### src/rtl/round_counter.sv
// Up/down round counter with start/busy/done sequencing; count updates one cycle after start/advance.
// No backpressure: abort wins over start and advance, and start is ignored while running.
module round_counter #(
    parameter int WIDTH = 7,
    parameter int LIMIT = 63,
    parameter int STEP  = 1,
    parameter int WRAP  = 0
) (
    input  logic             clock,
    input  logic             reset,
    input  logic             start,
    input  logic [WIDTH-1:0] load_val,
    input  logic             down,
    input  logic             advance,
    input  logic             abort,
    output logic [WIDTH-1:0] count,
    output logic             busy,
    output logic             last,
    output logic             done,
    output logic             zero
);

    localparam logic [0:0] S_IDLE = 1'b0;
    localparam logic [0:0] S_RUN  = 1'b1;

    localparam logic [WIDTH-1:0] LIM_W  = LIMIT[WIDTH-1:0];
    localparam logic [WIDTH-1:0] STEP_W = STEP[WIDTH-1:0];
    localparam logic [WIDTH:0]   LIM_X  = LIMIT[WIDTH:0];
    localparam logic [WIDTH:0]   STEP_X = STEP[WIDTH:0];

    logic [0:0]       state_q, state_d;
    logic [WIDTH-1:0] count_q, count_d;
    logic [WIDTH-1:0] init_q, init_d;
    logic             dir_q, dir_d;
    logic             done_q, done_d;

    logic [WIDTH:0]   count_x;
    logic [WIDTH-1:0] load_clamped;
    logic [WIDTH-1:0] up_next;
    logic [WIDTH-1:0] dn_next;
    logic             at_term;

    // Comparisons use one extra bit so count + STEP can never alias past 2^WIDTH.
    assign count_x      = {1'b0, count_q};
    assign load_clamped = (!down && (load_val > LIM_W)) ? LIM_W : load_val;
    assign up_next      = (count_x > (LIM_X - STEP_X)) ? LIM_W : (count_q + STEP_W);
    assign dn_next      = (count_x < STEP_X) ? '0 : (count_q - STEP_W);
    assign at_term      = dir_q ? (count_q == '0) : (count_q == LIM_W);

    assign count = count_q;
    assign busy  = (state_q == S_RUN);
    assign last  = busy && at_term;
    assign done  = done_q;
    assign zero  = (count_q == '0);

    always_comb begin
        state_d = state_q;
        count_d = count_q;
        init_d  = init_q;
        dir_d   = dir_q;
        done_d  = 1'b0;
        if (abort) begin
            state_d = S_IDLE;
        end else begin
            case (state_q)
                S_IDLE: begin
                    if (start) begin
                        state_d = S_RUN;
                        count_d = load_clamped;
                        init_d  = load_clamped;
                        dir_d   = down;
                    end
                end
                S_RUN: begin
                    if (advance) begin
                        if (at_term) begin
                            done_d = 1'b1;
                            if (WRAP != 0) begin
                                count_d = init_q;
                            end else begin
                                state_d = S_IDLE;
                            end
                        end else begin
                            count_d = dir_q ? dn_next : up_next;
                        end
                    end
                end
                default: state_d = S_IDLE;
            endcase
        end
    end

    always_ff @(posedge clock or posedge reset) begin
        if (reset) begin
            state_q <= S_IDLE;
            count_q <= '0;
            init_q  <= '0;
            dir_q   <= 1'b0;
            done_q  <= 1'b0;
        end else begin
            state_q <= state_d;
            count_q <= count_d;
            init_q  <= init_d;
            dir_q   <= dir_d;
            done_q  <= done_d;
        end
    end

endmodule

### config.mk
export PLATFORM = sky130hd
export DESIGN_NAME = round_counter
export DESIGN_NICKNAME = d
export VERILOG_FILES = /design/src/rtl/round_counter.sv
export SDC_FILE = /design/constraint.sdc
export NUM_CORES = 1
export LEC_CHECK = 0
export ABC_AREA = 1
export BUFFER_PORTS_ARGS = -buffer_cell sky130_fd_sc_hd__buf_4
export CAP_MARGIN = 20
export CORE_MARGIN = 3
export CORE_UTILIZATION = 34
export CTS_BUF_LIST = sky130_fd_sc_hd__clkbuf_16
export DETAILED_ROUTE_END_ITERATION = 6
export GPL_ROUTABILITY_DRIVEN = 0
export PLACE_DENSITY = 0.68
export SETUP_SLACK_MARGIN = 0.02
export SLEW_MARGIN = 20
export SYNTH_ARGS = -nofsm -noshare
export SYNTH_HDL_FRONTEND = slang
export SYNTH_SLANG_ARGS = --single-unit
### constraint.sdc
create_clock -name clock -period 1.7 [get_ports clock]
set_clock_uncertainty 0.1 [all_clocks]
set_input_delay 0 -clock clock [delete_from_list [all_inputs] [get_ports clock]]
set_output_delay 0 -clock clock [all_outputs]
set_load 0.02 [all_outputs]
==> impl_metrics.toml <==
[floorplan]
die_h_um = 60.9
boundaryPins = 24
start_util_pct = 36.6
num_rows = 19
core_area_um2 = 2810
fp.dieArea_um2 = 3710
die_w_um = 60.9

[power]
powerDensity_nw_per_um2 = 1140
leakage_nw = 0.818
vdd_drop_max_v = 0.000691

[placement]
hpwlAfterDp_mm = 2.06
port_buffers = 23

[setup_path]
reg2reg_slack_ns = 0.10
cp-start-kind = "register"
ff2ff_path_depth = 9
rr_startpoint = "count[0]$_DFFE_PP0P_"
worst_ep_arrival_time_ns = 1.58
critPathKind = "register to primary output"
cp_data_required_time_ns = 1.60
worstPathMaxFanout = 6
cp-end-kind = "primary output"
r2r_end = "count[6]$_DFFE_PP0P_"

[clock_tree]
clkTransAtPathRegs_ns = 0.04
clock_sinks = 10
cts_made_buffers = 3
clk_latency_ns = 0.24
htreeDepth = 1
cts.path.max_buffers = 2
cts_tree = "done"
cts_root_buffer = "clkbuf_16"

[finish]
drive_gt1_share_pct = 36.7
fillers = 257
multi_input_area_um2 = 726
nNetsFinal = 227
area_delta_synth_final_pct = 55.5
diodes = 0
ff_latch_area_um2 = 256
postLayoutCoreUtil_pct = 56.9

[logic_synthesis]
synth_seq_cells = 10
synth-seq-area-share_pct = 24.4
yosys-top-cells-area = "dfrtp_1 (24%), nand2_1 (19%), nor2_1 (8.8%), nand3_1 (7.3%), buf_6 (5.5%)"
synth_common_cells = "nand2_1 (51), nor2_1 (24), nand3_1 (15), inv_1 (14), dfrtp_1 (10)"
async_flop_share_pct = 100
netlist_instances = 162
ys_types = 25
synth-edff-count = 0
yosysTopAreaCellShare_pct = 24.4
synth_most_common_cell = "nand2_1"
syn_area_um2 = 1030
avgSynthCellArea_um2 = 6.33
yosys.area.top_type = "dfrtp_1"
synth_top_flop_cell = "dfrtp_1"
ys.warnings.count = 0
syn-num-nets = 178

[sta]
finalMaxSlewViolations = 0
worstMarginPinSlew_ns = 0.515
fmax_mhz = 595
period_share_pct = 98.9
finalSetupViolations = 0
hold_slack_ns = 0.00163
finalHoldViolCount = 0
min_period_ns = 1.68
relSlewSlack_pct = 65.4
rsz0062_at_grt = "true"

[global_routing]
gr-total-overflow = 0
grt_pass1_vias = 1039
grt_antenna_before_repair = 0
grt_start_max_net_pins = 14
grt_pass1_wl_mm = 4.61
grtUsageTotal_pct = 16.7

[routing]
first_iter_violations = 54
wl_met1_mm = 1.37
vias_per_cell = 4.77
wl_met3_um = 133
drc_errors = 0
dr.pass1.iters = 4
postRouteAntennaNets = 0
wl_per_cell_um = 12.4
top_layer = "met4"
routed_wl_mm = 2.98
vias = 1150
wl_met2_mm = 1.47

[min_path]
worstHoldPathCells = 5
hp-start = "start"
min_to = "busy$_DFF_PP0_"
hold_class = "input pin to register"

[outcome]
status = "complete, no violations"

[run]
drv_cap = 0
[cell usage in the layout, fill, tap and decap left out, drive strengths merged]
cell / Yosys / layout
nand2: 53 / 53
buf: 6 / 39
nor2: 31 / 31
inv: 19 / 19
nand3: 17 / 17
o21ai: 12 / 12
dlygate4sd3: 0 / 11
dfrtp: 10 / 10
nand4: 4 / 4
ha: 3 / 3
clkbuf: 0 / 3
xor2: 2 / 2
nand3b: 1 / 1
o21bai: 1 / 1
and2: 1 / 1
nor3: 1 / 1
a21oi: 1 / 1
clkinv: 0 / 1
[cells by family after synthesis]
| family | count (synthesis) | synth area share, % |
|---|---|---|
| buffers and inverters | 25 | 13.4 |
| AO/OA/AOI/OAI | 14 | 7.44 |
| XOR/XNOR | 2 | 1.71 |
| adder cells (fa/ha/maj) | 3 | 3.66 |
| AND/OR/NAND/NOR | 108 | 49.4 |
| flip-flops | 10 | 24.4 |
[power breakdown]
group          switching (mW)  internal (mW)  total, mW
Sequential              0.125          0.294      0.419
Clock                   0.117          0.309      0.426
Combinational           0.524          0.444      0.968
[layer usage]
metal	vias to the layer above	GRT usage, %
li1	605	-
met1	513	22.4
met2	30	27.0
met3	2	4.68
met4	0	3.41
met5	-	0
[worst max-delay path by stage]
| stage | from | to | slack [ns] | cells after the start |
|---|---|---|---|---|
| floorplan | count[1]$_DFFE_PP0P_ | count[1]$_DFFE_PP0P_ | 0.03 | 9 |
| global placement | count[0]$_DFFE_PP0P_ | count[5]$_DFFE_PP0P_ | 0.05 | 12 |
| detailed placement | count[1]$_DFFE_PP0P_ | count[5]$_DFFE_PP0P_ | 0.02 | 11 |
| CTS | count[1]$_DFFE_PP0P_ | count[5]$_DFFE_PP0P_ | 0.007 | 11 |
| global route | count[0]$_DFFE_PP0P_ | last | -0.07 | 10 |
| finish | count[6]$_DFFE_PP0P_ | last | 0.02 | 7 |
[worst max-delay path, stage by stage, from the launching register on]
cell	delay, ns
dfrtp_1	0.47
inv_2	0.16
nand3_1	0.12
o21ai_2	0.19
nand3_4	0.12
buf_6	0.14
inv_4	0.04
buf_6	0.10
[through the flow]
step | power [mW] | TNS [ns] | std cells | setup WS [ns] | cell area, um2
global route | 1.94 | -0.165 | 241 | -0.0729 | 1600
global placement | 1.22 | 0 | 222 | 0.0503 | 1290
finish | 1.81 | 0 | 241 | 0.0195 | 1600
CTS | 1.71 | 0 | 240 | 0.00666 | 1510
floorplan | 0.971 | 0 | 162 | 0.0268 | 1050
detailed placement | 1.23 | 0 | 222 | 0.0156 | 1290
[area by class of cell]
type / instances / area share [%]
timing repair buffer: 50 / 26.0
tap: 31 / 2.43
inverter: 19 / 5.10
clock inverter: 1 / 0.235
sequential: 10 / 16.1
multi-input combinational: 127 / 45.5
clock buffer: 3 / 4.71
[sequential cells by signal, indices dropped and copies added (netlist names)]
register	flops
count	7
done	1
busy	1
dir_q	1
[timing repair]
action	CTS	global route
pin swaps	3	6
buffers inserted	3	1
gates resized for setup	2	25
endpoints found under the hold margin	19	0
setup endpoints to repair	4	10
hold buffers	11	0
Note: power is estimated with default switching activity, not from simulation.
